**config.mk**
```make
export PLATFORM = sky130hd
export DESIGN_NAME = rv32zhinx_arbiter
export DESIGN_NICKNAME = d
export VERILOG_FILES = /design/src/rtl/fpu_types_pkg.sv /design/src/rtl/rv32zhinx_pkg.sv /design/src/rtl/rv32zhinx_watchdog.sv /design/src/rtl/rv32zhinx_arbiter.sv
export SDC_FILE = /design/constraint.sdc
export NUM_CORES = 1
export LEC_CHECK = 0
export ABC_AREA = 1
export CAP_MARGIN = 20
export CORE_MARGIN = 1.5
export CORE_UTILIZATION = 39
export DETAILED_ROUTE_END_ITERATION = 10
export PLACE_DENSITY = 0.83
export SETUP_SLACK_MARGIN = 0.15
export SLEW_MARGIN = 0
export SYNTH_ARGS = -nofsm -noshare
export SYNTH_HDL_FRONTEND = slang
export SYNTH_SLANG_ARGS = --single-unit
```
**constraint.sdc**
```tcl
create_clock -name clk -period 2 [get_ports clk]
set_clock_uncertainty 0.05 [all_clocks]
set_input_delay 0.6 -clock clk [delete_from_list [all_inputs] [get_ports clk]]
set_output_delay 0.6 -clock clk [all_outputs]
set_load 0.01 [all_outputs]
```
**src/rtl/fpu_types_pkg.sv**
```systemverilog
// Operation codes understood by the shared half-precision Zhinx FPU.
package fpu_types_pkg;

  typedef enum logic [3:0] {
    FPU_ADD  = 4'd0,
    FPU_SUB  = 4'd1,
    FPU_MUL  = 4'd2,
    FPU_DIV  = 4'd3,
    FPU_SQRT = 4'd4,
    FPU_MIN  = 4'd5,
    FPU_MAX  = 4'd6,
    FPU_CMP  = 4'd7
  } fpu_opcode_t;

endpackage

```
**src/rtl/rv32zhinx_pkg.sv**
```systemverilog
// Shared types and constants for the Zhinx FPU arbiter.
package rv32zhinx_pkg;

  typedef enum logic [1:0] {
    IDLE  = 2'd0,
    ISSUE = 2'd1,
    WAIT  = 2'd2,
    RESP  = 2'd3
  } arb_state_t;

  localparam int          RV32ZHINX_TIMEOUT_DEFAULT = 64;
  localparam logic [31:0] HALF_QNAN                 = 32'h0000_7E00;

endpackage

```
**src/rtl/rv32zhinx_watchdog.sv**
```systemverilog
// Saturating cycle counter; expired is high once TIMEOUT_CYCLES-1 enabled cycles have elapsed.
module rv32zhinx_watchdog #(
  parameter int TIMEOUT_CYCLES = 64
) (
  input  logic clk,
  input  logic rst,
  input  logic clear,
  input  logic enable,
  output logic expired
);

  localparam int             CNT_W = (TIMEOUT_CYCLES > 1) ? $clog2(TIMEOUT_CYCLES) : 1;
  localparam logic [CNT_W-1:0] LAST = CNT_W'(TIMEOUT_CYCLES - 1);

  logic [CNT_W-1:0] cnt;

  always_ff @(posedge clk) begin
    if (rst || clear) begin
      cnt <= '0;
    end else if (enable && (cnt != LAST)) begin
      cnt <= cnt + CNT_W'(1);
    end
  end

  assign expired = (cnt == LAST);

endmodule

```
**src/rtl/rv32zhinx_arbiter.sv**
```systemverilog
// Round-robin arbiter sharing one Zhinx FPU between two requesters.
// One operation in flight; a missing done becomes a qNaN error response.
module rv32zhinx_arbiter
  import rv32zhinx_pkg::*;
  import fpu_types_pkg::*;
#(
  parameter int TIMEOUT_CYCLES = RV32ZHINX_TIMEOUT_DEFAULT,
  parameter int DATA_W         = 32
) (
  input  logic              clk,
  input  logic              rst,

  input  logic              req0_valid,
  input  fpu_opcode_t       req0_op,
  input  logic [DATA_W-1:0] req0_a,
  input  logic [DATA_W-1:0] req0_b,
  output logic              req0_ready,

  input  logic              req1_valid,
  input  fpu_opcode_t       req1_op,
  input  logic [DATA_W-1:0] req1_a,
  input  logic [DATA_W-1:0] req1_b,
  output logic              req1_ready,

  output logic              resp0_valid,
  input  logic              resp0_ready,
  output logic [DATA_W-1:0] resp0_data,
  output logic              resp0_err,

  output logic              resp1_valid,
  input  logic              resp1_ready,
  output logic [DATA_W-1:0] resp1_data,
  output logic              resp1_err,

  output logic              fpu_start,
  output fpu_opcode_t       fpu_operation,
  output logic [DATA_W-1:0] fpu_a,
  output logic [DATA_W-1:0] fpu_b,
  input  logic              fpu_done,
  input  logic [DATA_W-1:0] fpu_out
);

  arb_state_t        state_q, state_d;
  logic              rr_q;
  logic              owner_q;
  fpu_opcode_t       op_q;
  logic [DATA_W-1:0] a_q, b_q;
  logic [DATA_W-1:0] data_q;
  logic              err_q;

  logic win;
  logic grant;
  logic resp_take;
  logic wd_clear, wd_enable, wd_expired;
  logic capture_done, capture_timeout;

  // Priority goes to rr; the other requester wins only when rr is not asking.
  assign win       = rr_q ? req1_valid : ~req0_valid;
  assign grant     = (state_q == IDLE) && (req0_valid || req1_valid) && !rst;
  assign resp_take = (state_q == RESP) && (owner_q ? resp1_ready : resp0_ready);

  rv32zhinx_watchdog #(
    .TIMEOUT_CYCLES(TIMEOUT_CYCLES)
  ) u_watchdog (
    .clk    (clk),
    .rst    (rst),
    .clear  (wd_clear),
    .enable (wd_enable),
    .expired(wd_expired)
  );

  always_comb begin
    state_d         = state_q;
    fpu_start       = 1'b0;
    wd_clear        = 1'b0;
    wd_enable       = 1'b0;
    capture_done    = 1'b0;
    capture_timeout = 1'b0;
    unique case (state_q)
      IDLE: begin
        if (grant) state_d = ISSUE;
      end
      ISSUE: begin
        fpu_start = 1'b1;
        wd_clear  = 1'b1;
        if (fpu_done) begin
          capture_done = 1'b1;
          state_d      = RESP;
        end else begin
          state_d = WAIT;
        end
      end
      WAIT: begin
        if (fpu_done) begin
          capture_done = 1'b1;
          state_d      = RESP;
        end else if (wd_expired) begin
          capture_timeout = 1'b1;
          state_d         = RESP;
        end else begin
          wd_enable = 1'b1;
        end
      end
      RESP: begin
        if (resp_take) state_d = IDLE;
      end
      default: state_d = IDLE;
    endcase
  end

  always_ff @(posedge clk) begin
    if (rst) begin
      state_q <= IDLE;
      rr_q    <= 1'b0;
      owner_q <= 1'b0;
      op_q    <= FPU_ADD;
      a_q     <= '0;
      b_q     <= '0;
      data_q  <= '0;
      err_q   <= 1'b0;
    end else begin
      state_q <= state_d;
      if (grant) begin
        owner_q <= win;
        op_q    <= win ? req1_op : req0_op;
        a_q     <= win ? req1_a  : req0_a;
        b_q     <= win ? req1_b  : req0_b;
      end
      if (capture_done) begin
        data_q <= fpu_out;
        err_q  <= 1'b0;
      end else if (capture_timeout) begin
        data_q <= DATA_W'(HALF_QNAN);
        err_q  <= 1'b1;
      end
      if (resp_take) rr_q <= ~owner_q;
    end
  end

  assign req0_ready    = grant && !win;
  assign req1_ready    = grant &&  win;

  assign resp0_valid   = (state_q == RESP) && !owner_q;
  assign resp1_valid   = (state_q == RESP) &&  owner_q;
  assign resp0_data    = owner_q ? '0 : data_q;
  assign resp1_data    = owner_q ? data_q : '0;
  assign resp0_err     = !owner_q && err_q;
  assign resp1_err     =  owner_q && err_q;

  assign fpu_operation = op_q;
  assign fpu_a         = a_q;
  assign fpu_b         = b_q;

endmodule

```
* Word-level counts from Yosys, hierarchy flattened
Index checks and enable logic that the tools add are counted.
Word-level totals: input bits 175, word-level logic and storage cells 64, output and inout bits 139, register bits 111
Operators by class: mux-type cells 24, equal/unequal tests 8, reductions and logical operators 20, bitwise operators 2, $add $sub $neg 1
Operators by type and width (number):
- $mux 32 | 6
- $mux 1 | 12
- $logic_and 1x1->1 | 10
- $mux 2 | 4
- $pmux 2 s4 | 1
- $add 6x1->6 const B | 1
- $eq 6x6->1 const B | 1
- $ne 6x6->1 const B | 1
- $eq 2x2->1 const B | 2
- $mux 4 | 1
- $ne 2x2->1 const B | 2
- $reduce_or 2->1 | 2
- $logic_not 1->1 | 3
- $ne 3x2->1 const B | 1
- $reduce_and 3->1 | 1
- $eq 2x1->1 const B | 1
- $logic_not 2->1 | 1
- $logic_or 1x1->1 | 2
- $not 1->1 | 2
- $reduce_bool 2->1 | 1

* Depth between registers and ports, before layout
depth after elaboration 6, mapped depth 10

* Cells and area by module
From an unflattened synthesis, not the netlist that was laid out.
Unflattened totals: cell total of the unflattened synthesis 904, area, all modules 5552.8 sq um
By module, submodules not included:
- rv32zhinx_arbiter | seq. area each 2102.0 sq um, cells each 855, times used 1, area each 5213.8 sq um
- rv32zhinx_watchdog | seq. area each 120.1 sq um, cells each 49, times used 1, area each 339.1 sq um

* Worst setup path after synthesis
Ideal clock, no wire load.
path type input port to output port, start point input rst, end point output req1_ready, arrival time 1.400 ns, path buffers 2, stages on the path 5, slack -0.050 ns, path through buf_2 inv_1 nand2_1 clkbuf_1 a21oi_1
Between the ends: cells in the longest elaborated chain, start to end 3
RTL lines:
- start, declared | line rv32zhinx_arbiter.sv:11 | input logic rst,
- $logic_not 1->1 | line rv32zhinx_arbiter.sv:59 | assign grant = (state_q == IDLE) && (req0_valid || req1_valid) && !rst;
- $logic_and 1x1->1 | line rv32zhinx_arbiter.sv:59
- $logic_and 1x1->1 | line rv32zhinx_arbiter.sv:141 | assign req1_ready = grant && win;
- end, declared | line rv32zhinx_arbiter.sv:23 | output logic req1_ready,
Every way passes these cells.

* Final worst setup path
start point register state_q[0], end point register data_q[19]
Between the ends: cells in the longest elaborated chain, start to end 4
RTL lines:
- start, declared | line rv32zhinx_arbiter.sv:43 | arb_state_t state_q, state_d;
- start signal, assigned | line rv32zhinx_arbiter.sv:122 | state_q <= state_d;
- $eq 2x2->1 or $eq 2x1->1 (tied branches) | line rv32zhinx_arbiter.sv:79 | unique case (state_q)
- $reduce_or 2->1 (no source line)
- $mux 1
- $mux 32 or $reduce_bool 2->1 (tied branches)
- end signal, assigned | line rv32zhinx_arbiter.sv:130 | data_q <= fpu_out;
- end signal, assigned | line rv32zhinx_arbiter.sv:133 | data_q <= DATA_W'(HALF_QNAN);
- end, declared | line rv32zhinx_arbiter.sv:48 | logic [DATA_W-1:0] data_q;
Parallel ways exist; a longest one is shown, timed or not. A chain may end at the register's enable or synchronous reset.

==> impl_metrics.env <==
export IMPL_status="finished, violations left"
export IMPL_violations="negative setup slack"
export IMPL_syn_cell_area_um2=5710
export IMPL_post_drt_wl_per_cell_um=19.7
export IMPL_synthSimpleGateAreaFrac_pct=37.3
export IMPL_synthXorXnorAreaFrac_pct=0.307
export IMPL_ant_nets=0
export IMPL_power_net_switching_mw=4.19
export IMPL_grt_overflow=0
export IMPL_p_int_mw=5.92
export IMPL_slew_viol_final=0
export IMPL_grtUsageMet1_pct=27.7
export IMPL_routabilityCongestion=0.813
export IMPL_boundaryPins=314
export IMPL_clockBufferDepth=2
export IMPL_grt_max_degree=69
export IMPL_core_um2=14400
export IMPL_fmax_mhz=426
export IMPL_holdWs_ps=411
export IMPL_nets=1412
export IMPL_ir_drop_uv=484
export IMPL_clk_pin_slew_ps=80
export IMPL_insertion_delay_ps=360
export IMPL_vias=7559
export IMPL_port_buffers=313
export IMPL_synth_mux_area_share_pct=0
export IMPL_grt_use_met3_pct=9.66
export IMPL_max_slew_margin_rel_pct=48.4
export IMPL_tightest_slew_ps=774
export IMPL_cts_tree="yes"
export IMPL_track_usage_pct=26.2
export IMPL_hpwl_um=14100
export IMPL_tns_ps=-4550
export IMPL_synth_compound_area_share_pct=10.8
export IMPL_fin_util_pct=74.1
export IMPL_yosysSeqAreaShare_pct=38.9
export IMPL_setup_viol=44
export IMPL_numCtsBuffers=9
export IMPL_start_util_pct=39.6
export IMPL_powerDensity_nw_per_um2=946
export IMPL_grt_pass1_wl_um=31600
export IMPL_busiest_layer="met2"
export IMPL_drt_initial_drc_count=547
export IMPL_crit_fanout=7
export IMPL_ys_ff_latch=111
export IMPL_die_area_um2=15400
export IMPL_critPathRequiredTime_ps=2200
export IMPL_leakage_nw=5.03
export IMPL_synthesis_nets=1089
export IMPL_pwr_share_clk_pct=17.3
export IMPL_crit_type="reg -> reg"
export IMPL_synth_fa_ha_area_share_pct=1.10
export IMPL_power_mw=10.1
export IMPL_pwr_share_comb_pct=53.1
export IMPL_nFillCells=1013
export IMPL_syn_area_per_cell_um2=6.28
export IMPL_dp_slack_ps=-787
export IMPL_drt_wl_total_um=27900
export IMPL_seqPwrFrac_pct=29.6
export IMPL_hold_viol=0
export IMPL_startpoint_type="register"
export IMPL_synth_top_family_by_area="simple AND/OR/NAND/NOR gates"
export IMPL_die_h_um=124
export IMPL_htreeDepth=3
export IMPL_timing_final_crit_period_ps=2350
export IMPL_critPathCaptureType="register"
export IMPL_rsz0062_at_grt="true"
export IMPL_ctsRootBufferMaster="clkbuf_16"
export IMPL_drv_cap=0
export IMPL_viasPerCell=5.32
export IMPL_yosys_warnings=0
export IMPL_synth_cells=909
export IMPL_cts_sinks=111
export IMPL_first_pass_iters=6
export IMPL_ctsHoldBuffers=0
export IMPL_final_layout_size_suffix_gt1_share_pct=26.4
export IMPL_hold_class="reg -> reg"
export IMPL_route_detailed_drc=0
export IMPL_dieWidth_um=124
export IMPL_grt_pass1_vias=6353
export IMPL_antenna_found_initial=2
export IMPL_timing_final_crit_share_pct=117
export IMPL_swShare_pct=41.5
export IMPL_area_growth_pct=87.1
export IMPL_ys_types=27
export IMPL_met2_usage_pct=46.9
export IMPL_critical_path_arrival_ps=2550
export IMPL_fin_ws_ps=-345
export IMPL_num_rows=44
[per-stage QoR]
stage	cell area (um^2)	std cells
floorplan	5760	909
global placement	9070	1375
detailed placement	9070	1375
CTS	9560	1411
global route	10700	1422
finish	10700	1422
[final timing paths]
check                                from                       to  slack (ps)  cells after the start
setup reg to reg  state_q[0]$_SDFFE_PP0P_  data_q[19]$_SDFFE_PP0P_        -350                     14
hold reg to reg    fpu_b[22]$_SDFFE_PP0P_   fpu_b[22]$_SDFFE_PP0P_         410                      2
setup / recovery  state_q[0]$_SDFFE_PP0P_  data_q[19]$_SDFFE_PP0P_        -350                     14
hold / removal     fpu_b[22]$_SDFFE_PP0P_   fpu_b[22]$_SDFFE_PP0P_         410                      2
[flip-flops by register name, summed over array words and instances (netlist names)]
signal and count:
rr_q 1, u_watchdog.cnt 6, fpu_a 32, state_q 2, fpu_b 32, fpu_operation 4
data_q 32, err_q 1, owner_q 1
[synth_stat cells]
cell type,count,share of area [%]
xor2_1,1,0.15
clkbuf_1,26,1.7
nand2_8,1,0.35
o21ai_0,10,0.88
nand3_2,1,0.18
nand2_1,356,23
buf_8,1,0.26
nand2_2,2,0.22
o21bai_1,1,0.13
buf_6,4,0.79
a21oi_2,10,1.5
clkinv_1,1,0.066
xnor2_1,1,0.15
buf_1,8,0.53
dfxtp_1,111,39
ha_1,5,1.1
a21oi_1,91,8.0
buf_4,8,1.1
inv_2,2,0.13
inv_1,86,5.7
nor2_1,64,4.2
buf_2,16,1.4
nand3_1,97,8.5
o21ai_2,1,0.15
nand4_1,3,0.33
or2_1,1,0.11
a211oi_1,1,0.13
[logic make-up (layout without fill, tap and decap cells)]
kind of cell / after synthesis / count (layout)
compound gates: 114 / 114
xor+xnor: 2 / 2
fa+ha+maj: 5 / 5
buf+inv: 152 / 480
flops: 111 / 111
other cells: 0 / 1
simple gates: 525 / 525
[cell type report]
| class | instances | area [um^2] | area share [%] |
|---|---|---|---|
| diodes | 1 | 2.50 | 0.0234 |
| clock buffers | 12 | 246 | 2.31 |
| clock inverters | 4 | 30.0 | 0.281 |
| inverters | 89 | 344 | 3.22 |
| multi-input cells | 646 | 3690 | 34.6 |
| flip-flops and latches | 111 | 2230 | 20.9 |
| well taps | 184 | 230 | 2.15 |
| repair buffers | 375 | 3910 | 36.6 |
[critical path, stage by stage, from the launching register on]
cell	delay, ps
dfxtp_2	360
inv_2	60
buf_4	130
buf_6	100
buf_4	120
buf_6	100
buf_6	100
buf_6	120
ha_4	150
inv_2	70
nor2_4	50
nand2_4	200
buf_8	220
nand3_2	90
a21oi_2	300
[cells in the final DEF, fill, tap and decap left out, drive strengths merged]
cell type        n
nand2          359
nor2            64
ha               5
o21bai           1
xnor2            1
a21oi          101
a211oi           1
clkinv           3
clkbuf          16
nand3           98
clkdlybuf4s50  171
clkinvlp         1
xor2             1
diode            1
o21ai           11
buf            131
dfxtp          111
or2              1
clkdlybuf4s15    1
dlygate4sd2     68
nand4            3
inv             89
[per-layer routing]
layer  routed length, um  vias to the layer above
met3                3280                      156
met2               13800                      435
li1                    -                     3465
met5                  58                        -
met4                1750                        2
met1                9090                     3501
[power groups by stage]
stage / registers (mW) / logic [mW] / clock network (mW)
after floorplan: 2.91 / 1.79 / 0
after global placement: 2.86 / 3.48 / 0
after detailed placement: 2.88 / 3.54 / 0
after CTS: 2.85 / 4.01 / 1.76
after global routing: 3.03 / 5.71 / 1.88
final: 2.99 / 5.37 / 1.75
[repair_timing]
action / in CTS / in global routing
gates cloned: 7 / 4
buffers inserted: 13 / 6
endpoints found under the hold margin: 0 / 0
pin swaps: 28 / 41
endpoints found under the setup margin: 207 / 179
gates resized for setup: 472 / 237
(Power assumes the default switching activity.)
